[src/rtl/multicore_pkg.sv]
// Shared types for the core's sequencing logic: forward selects, hazard FSM
// states and the per-stage destination tag carried down the shadow pipeline.
package multicore_pkg;

  // Tags are stored at this fixed width. Narrower register files zero-extend
  // into it, so NUM_REGS may be at most 2**REG_TAG_W.
  localparam int REG_TAG_W = 8;

  typedef enum logic [1:0] {
    FWD_NONE = 2'b00,
    FWD_MA   = 2'b01,
    FWD_WB   = 2'b10
  } t_fwd;

  typedef enum logic {
    RUN      = 1'b0,
    MEM_WAIT = 1'b1
  } t_haz_state;

  typedef struct packed {
    logic                 valid;
    logic [REG_TAG_W-1:0] rd;
    logic                 regwrite;
    logic                 load;
  } t_stage_tag;

  localparam t_stage_tag TAG_BUBBLE = '{valid: 1'b0, rd: '0, regwrite: 1'b0, load: 1'b0};

  // A stage's result is wanted by decode only if the operand is really read,
  // the stage writes a register, and that register is not the hardwired x0.
  function automatic logic tag_match(input logic                 valid,
                                     input logic                 regwrite,
                                     input logic [REG_TAG_W-1:0] rd,
                                     input logic [REG_TAG_W-1:0] rs,
                                     input logic                 use_rs);
    return use_rs & valid & regwrite & (rd != '0) & (rd == rs);
  endfunction

endpackage

[src/rtl/hazard_fwd_sel.sv]
// Match and forward-select logic for one decode source operand.
module hazard_fwd_sel
  import multicore_pkg::*;
(
  input  logic [REG_TAG_W-1:0] i_rs,
  input  logic                 i_use,
  input  t_stage_tag           i_ex_tag,
  input  t_stage_tag           i_ma_tag,
  input  t_stage_tag           i_wb_tag,
  output t_fwd                 o_fwd,
  output logic                 o_ex_hit,
  output logic                 o_ma_load_hit
);

  logic w_ma_hit;
  logic w_wb_hit;
  // Load flags of EX and WB do not influence this operand's decision.
  logic w_unused_load_bits;

  assign o_ex_hit = tag_match(i_ex_tag.valid, i_ex_tag.regwrite, i_ex_tag.rd, i_rs, i_use);
  assign w_ma_hit = tag_match(i_ma_tag.valid, i_ma_tag.regwrite, i_ma_tag.rd, i_rs, i_use);
  assign w_wb_hit = tag_match(i_wb_tag.valid, i_wb_tag.regwrite, i_wb_tag.rd, i_rs, i_use);

  // A load in MA has no data yet; that case is a stall, not a forward.
  assign o_ma_load_hit = w_ma_hit & i_ma_tag.load;

  assign w_unused_load_bits = i_ex_tag.load ^ i_wb_tag.load;

  // Youngest available producer wins: MA before WB, else the register file.
  always_comb begin
    o_fwd = FWD_NONE;
    if (w_ma_hit && !i_ma_tag.load) begin
      o_fwd = FWD_MA;
    end else if (w_wb_hit) begin
      o_fwd = FWD_WB;
    end
  end

endmodule

[src/rtl/pipeline_hazard_ctrl.sv]
// Decode-stage hazard controller: shadow tags for EX/MA/WB, forward selects,
// stall/flush/hold generation, stall counter and sticky memory timeout.
module pipeline_hazard_ctrl
  import multicore_pkg::*;
#(
  parameter int NUM_REGS    = 32,
  parameter int MEM_TIMEOUT = 256
) (
  input  logic                        i_aclk,
  input  logic                        i_reset,
  input  logic [$clog2(NUM_REGS)-1:0] i_id_rs1,
  input  logic [$clog2(NUM_REGS)-1:0] i_id_rs2,
  input  logic                        i_id_use_rs1,
  input  logic                        i_id_use_rs2,
  input  logic [$clog2(NUM_REGS)-1:0] i_id_rd,
  input  logic                        i_id_regwrite,
  input  logic                        i_id_memaccess,
  input  logic                        i_id_memwrite,
  input  logic                        i_id_jal,
  input  logic                        i_ex_redirect,
  input  logic                        i_dmem_ready,
  output logic [1:0]                  o_forward_a,
  output logic [1:0]                  o_forward_b,
  output logic                        o_stall,
  output logic                        o_flush_id,
  output logic                        o_flush_ex,
  output logic                        o_hold,
  output logic [31:0]                 o_stall_count,
  output logic                        o_mem_timeout
);

  localparam int            TO_W     = $clog2(MEM_TIMEOUT + 1);
  localparam logic [TO_W-1:0] TO_LIMIT = TO_W'(MEM_TIMEOUT);

  t_stage_tag           r_ex_tag, r_ma_tag, r_wb_tag;
  // Memory-access flags travel beside the tags; stores wait on memory too.
  logic                 r_ex_mem, r_ma_mem;
  t_haz_state           r_state, w_state_next;
  logic [TO_W-1:0]      r_to_cnt, w_to_cnt_next;
  logic                 r_mem_timeout;
  logic [31:0]          r_stall_count;

  logic [REG_TAG_W-1:0] w_rs [2];
  logic                 w_use [2];
  t_fwd                 w_fwd [2];
  logic [1:0]           w_ex_hit;
  logic [1:0]           w_ma_load_hit;
  logic                 w_stall_need;
  logic                 w_wait_cond;
  logic                 w_hold;
  logic                 w_stall, w_flush_id, w_flush_ex;
  t_fwd                 w_fwd_a, w_fwd_b;

  assign w_rs[0]  = REG_TAG_W'(i_id_rs1);
  assign w_rs[1]  = REG_TAG_W'(i_id_rs2);
  assign w_use[0] = i_id_use_rs1;
  assign w_use[1] = i_id_use_rs2;

  genvar gi;
  generate
    for (gi = 0; gi < 2; gi++) begin : g_opnd
      hazard_fwd_sel u_sel (
        .i_rs          (w_rs[gi]),
        .i_use         (w_use[gi]),
        .i_ex_tag      (r_ex_tag),
        .i_ma_tag      (r_ma_tag),
        .i_wb_tag      (r_wb_tag),
        .o_fwd         (w_fwd[gi]),
        .o_ex_hit      (w_ex_hit[gi]),
        .o_ma_load_hit (w_ma_load_hit[gi])
      );
    end
  endgenerate

  assign w_stall_need = (|w_ex_hit) | (|w_ma_load_hit);
  assign w_wait_cond  = r_ma_tag.valid & r_ma_mem & ~i_dmem_ready;

  // Memory-wait FSM: next state and hold; hold starts in the same cycle the
  // unready access is seen and drops in the cycle memory completes.
  always_comb begin
    w_state_next = r_state;
    w_hold       = 1'b0;
    case (r_state)
      RUN: begin
        if (w_wait_cond) begin
          w_hold       = 1'b1;
          w_state_next = MEM_WAIT;
        end
      end
      MEM_WAIT: begin
        if (i_dmem_ready) begin
          w_state_next = RUN;
        end else begin
          w_hold = 1'b1;
        end
      end
      default: w_state_next = RUN;
    endcase
    if (i_reset) begin
      w_hold = 1'b0;
    end
  end

  // Priority resolution: reset, hold, redirect, stall, then JAL.
  always_comb begin
    w_stall    = 1'b0;
    w_flush_id = 1'b0;
    w_flush_ex = 1'b0;
    w_fwd_a    = FWD_NONE;
    w_fwd_b    = FWD_NONE;
    if (!i_reset && !w_hold) begin
      w_fwd_a = w_fwd[0];
      w_fwd_b = w_fwd[1];
      if (i_ex_redirect) begin
        w_flush_id = 1'b1;
        w_flush_ex = 1'b1;
      end else if (w_stall_need) begin
        w_stall    = 1'b1;
        w_flush_ex = 1'b1;
      end else if (i_id_jal) begin
        w_flush_id = 1'b1;
      end
    end
  end

  // Timeout counter runs only while waiting and sticks at its limit.
  always_comb begin
    w_to_cnt_next = '0;
    if (r_state == MEM_WAIT) begin
      w_to_cnt_next = (r_to_cnt == TO_LIMIT) ? r_to_cnt : r_to_cnt + 1'b1;
    end
  end

  // Shadow tag pipeline: frozen on hold except WB, which drains to a bubble.
  always_ff @(posedge i_aclk) begin
    if (i_reset) begin
      r_ex_tag <= TAG_BUBBLE;
      r_ma_tag <= TAG_BUBBLE;
      r_wb_tag <= TAG_BUBBLE;
      r_ex_mem <= 1'b0;
      r_ma_mem <= 1'b0;
    end else if (w_hold) begin
      r_wb_tag <= TAG_BUBBLE;
    end else begin
      r_wb_tag <= r_ma_tag;
      r_ma_tag <= r_ex_tag;
      r_ma_mem <= r_ex_mem;
      if (w_flush_ex) begin
        r_ex_tag <= TAG_BUBBLE;
        r_ex_mem <= 1'b0;
      end else begin
        r_ex_tag <= '{valid: 1'b1, rd: REG_TAG_W'(i_id_rd), regwrite: i_id_regwrite,
                      load: i_id_memaccess & ~i_id_memwrite};
        r_ex_mem <= i_id_memaccess;
      end
    end
  end

  // FSM state, timeout counter and sticky timeout flag.
  always_ff @(posedge i_aclk) begin
    if (i_reset) begin
      r_state       <= RUN;
      r_to_cnt      <= '0;
      r_mem_timeout <= 1'b0;
    end else begin
      r_state  <= w_state_next;
      r_to_cnt <= w_to_cnt_next;
      if ((r_state == MEM_WAIT) && (w_to_cnt_next == TO_LIMIT)) begin
        r_mem_timeout <= 1'b1;
      end
    end
  end

  // Saturating debug count of cycles lost to stalls or memory holds.
  always_ff @(posedge i_aclk) begin
    if (i_reset) begin
      r_stall_count <= '0;
    end else if ((w_stall | w_hold) && (r_stall_count != 32'hFFFF_FFFF)) begin
      r_stall_count <= r_stall_count + 32'd1;
    end
  end

  assign o_forward_a   = w_fwd_a;
  assign o_forward_b   = w_fwd_b;
  assign o_stall       = w_stall;
  assign o_flush_id    = w_flush_id;
  assign o_flush_ex    = w_flush_ex;
  assign o_hold        = w_hold;
  assign o_stall_count = i_reset ? 32'd0 : r_stall_count;
  assign o_mem_timeout = ~i_reset & r_mem_timeout;

endmodule
[config.mk]
export PLATFORM = sky130hd
export DESIGN_NAME = pipeline_hazard_ctrl
export DESIGN_NICKNAME = d
export VERILOG_FILES = /design/src/rtl/multicore_pkg.sv /design/src/rtl/hazard_fwd_sel.sv /design/src/rtl/pipeline_hazard_ctrl.sv
export SDC_FILE = /design/constraint.sdc
export NUM_CORES = 1
export LEC_CHECK = 0
export CORE_MARGIN = 2
export CORE_UTILIZATION = 53
export CTS_CLUSTER_DIAMETER = 50
export DETAILED_ROUTE_END_ITERATION = 7
export HOLD_SLACK_MARGIN = 0.06
export PLACE_DENSITY = 0.8
export SETUP_SLACK_MARGIN = 0.2
export SYNTH_ARGS = -nofsm -noshare
export SYNTH_HDL_FRONTEND = slang
export SYNTH_SLANG_ARGS = --single-unit
export TNS_END_PERCENT = 20
[constraint.sdc]
create_clock -name i_aclk -period 4 [get_ports i_aclk]
set_clock_uncertainty 0.2 [all_clocks]
set_input_delay 1.2 -clock i_aclk [delete_from_list [all_inputs] [get_ports i_aclk]]
set_output_delay 1.2 -clock i_aclk [all_outputs]
set_load 0.05 [all_outputs]
==> impl_results.md <==
* Levels on crit path at 8
* Hpwl dp at 7360 µm
* CTS H-tree depth at 3
* Placer Congestion at 0.934
* Hold Crit Class: register to register
* Pin count of the biggest net entering global routing at 55
* Asr flop ratio synth at 0%
* CTS Hold Bufs at 0
* Reg2Reg Setup Slack at 0.75 ns
* Final min period at 4.10 ns
* Clock root cell: clkbuf_8
* Mean post-synth cell area at 8.39 µm²
* Total track usage at 26.3%
* Via count at 3,791
* Area of the die at 0.00793 mm²
* Worst slew pin tran at 0.814 ns
* Startpoint types: input port
* FF+latch count, synth at 68
* Peak supply drop at 200 µV
* Relative slew slack at 45.6%
* CTS Sinks at 68
* Routed WL at 10,300 µm
* Vias/cell at 5.80
* Nets at 578
* CTS tree: yes
* Critical Path Max Stage Delay at 0.29 ns
* Worst slack on hold paths at 0.281 ns
* Initial antenna violation count at 0
* CP arrival at 2.70 ns
* Share of post-route cells with drive strength above 1 at 24.1%
* Ports at 66
* Worst path cell trace: dlygate4sd2_1, xnor2_1, nand4_1, o22ai_2, a32o_2, nor2_2, o21a_2, buf_8
* Area Overhead vs Synth at 33.0%
* Buf/Inv on CP at 2
* Reg-to-reg critical path startpoint: r_ma_tag[6]
* Top_reg_cell synth: dfxtp_1
* GR Overflow Total at 0
* Outcome: complete, but fails checks
* Cells on worst reg2reg path at 9
* Ys Warns at 0
* Cell Pwr Density at 268 mW/mm²
* Overall power at 1.37 mW
* TritonCTS buffer count at 9
* Initial DRC Count at 147
* Critical path class: input port to output pin
* Crit path max fanout at 3
* Design area at 0.00510 mm²
* Core ar. at 0.00714 mm²
* Critical Path RT at 2.60 ns
* Final worst path period share at 103%
* Cells after synthesis at 457
* Drt first pass iters at 4
* Commonest non-fill, non-tap cell in the layout: dfxtp_1
* Chip width at 89.1 µm
* Setup violators final at 4
* Seq/Total Area, Yosys at 35.5%
* Yosys cell types at 58
* Count of final hold-check violations at 0
* Synthesized cell area at 0.00384 mm²
* Crit path launch: i_id_rs2[1]
* DRC violations left at 0
* Setup crit end: o_flush_id
* DRT antenna net count at 0
* Most frequent cells in the layout: dfxtp_1, buf_4, o21ai_0
* Final worst slack at -0.101 ns
* First-pass GRT wire length at 16,400 µm
* Port bufs at 65
* Violated checks: setup timing
* Lkg Pwr at 2.05 nW
* Vias in the first global route at 3,463
* Routed len/inst at 15.8 µm
* Rows at 31
* CTS max path bufs at 2
* Delay-heaviest family, CP: compound AO/OA/AOI/OAI gates
* RSZ-0062 raised after global routing: true
* Ant. Diodes at 0
* EDFF count, synth at 0
* Initial Util at 53.8%
* Syn_nets at 485
* TNS Setup at -0.216 ns
* Die Ht at 89.1 µm
* Max-slew violation count at 0
* FF-to-FF End: r_stall_count[27]
* Max frequency at 244 MHz
* CP Capture Type: output pin
* Max-cap viol count at 0
* Area post-placement at 0.00479 mm²
* Clk Latency, worst-skew pair at 0.34 ns
* Slowest cell on the critical path: dlygate4sd2_1
* Clk slew on worst S/H paths at 0.06 ns
* Fin util at 71.5%
synth_stat cells, drive strengths merged (8+ instances only):
library cell / number / area, µm²
a21oi: 15 / 82.6
and2: 10 / 62.6
and3: 12 / 75.1
buf: 9 / 53.8
clkbuf: 12 / 47.6
dfxtp: 68 / 1360
inv: 8 / 30.0
nand2: 33 / 124
nand3: 26 / 130
nand4: 10 / 62.6
nor2: 25 / 93.8
nor2b: 35 / 219
nor3: 14 / 86.3
nor4: 14 / 103
o21ai: 38 / 190
xnor2: 22 / 193
xor2: 27 / 236
logic make-up (layout without fill, tap and decap cells):
group                      count (synthesis)  after routing  share of synthesized area (%)
and+or+nand+nor                          205            205                           30.2
AOI/OAI and AO/OA                         96             96                           16.7
DFF                                       68             68                           35.5
xor gates and xnor gates                  49             49                           11.2
buffers and inverters                     29            127                           3.42
muxes                                      7              7                           2.02
adders and majority gates                  3              3                          0.979
where the power goes:
group / internal, mW / switching [mW] / total [mW]
combinational: 0.0684 / 0.0658 / 0.134
sequential: 0.687 / 0.0152 / 0.702
clock: 0.276 / 0.255 / 0.532
worst register-to-register path: stages, from the launching register on:
cell,delay (ns)
dfxtp_1,0.39
or3_1,0.39
o311a_1,0.33
and4b_1,0.22
a21boi_4,0.14
buf_4,0.15
nor3_4,0.62
buf_4,0.34
nor3_1,0.09
a211o_1,0.26
cell type report:
class,instances,area (µm²)
Timing Repair Buffer,103,927
Multi-Input combinational cell,360,2480
Inverter,8,30.0
Tap cell,99,124
Fill cell,569,2030
Clock buffer,15,176
Clock inverter,1,5.00
Sequential cell,68,1360
repair_timing:
action                                  4_1_cts  5_1_grt
resized for setup                            51       19
pin swaps                                    15       10
buffers inserted                              1        1
endpoints found under the setup margin       10        7
per-stage QoR:
step           setup WS [ns]  std cells
4_1_cts              -0.0324        653
3_5_place_dp          -0.479        636
5_1_grt               -0.127        654
6_report              -0.101        654
2_1_floorplan          0.121        457
3_3_place_gp          -0.451        636
layer usage:
| metal | vias up | GRT usage [%] | share of wire (%) |
|---|---|---|---|
| met5 | - | 0 | 0 |
| met4 | 0 | 9.91 | 2.1 |
| met3 | 17 | 4.06 | 3.6 |
| met2 | 98 | 42.6 | 48 |
| met1 | 1829 | 35.5 | 46 |
| li1 | 1847 | - | - |
state kept, by name (all words and copies together) (netlist names):
| signal | flops |
|---|---|
| r_ex_mem | 1 |
| r_ex_tag | 8 |
| r_ma_mem | 1 |
| r_ma_tag | 8 |
| r_mem_timeout | 1 |
| r_stall_count | 32 |
| r_state | 1 |
| r_to_cnt | 9 |
| r_wb_tag | 7 |
how the worst min path moves through the flow:
stage | cells past startpoint | to | from
floorplan | 1 | r_ex_tag[0] | r_ex_tag[0]
global placement | 1 | r_ex_tag[0] | r_ex_tag[0]
detailed placement | 1 | r_ex_tag[0] | r_ex_tag[0]
CTS | 1 | r_ex_tag[0] | r_ex_tag[0]
global route | 1 | r_ex_tag[0] | r_ex_tag[0]
finish | 1 | r_ex_tag[0] | r_ex_tag[0]
Power figures use the tool's default switching activity.
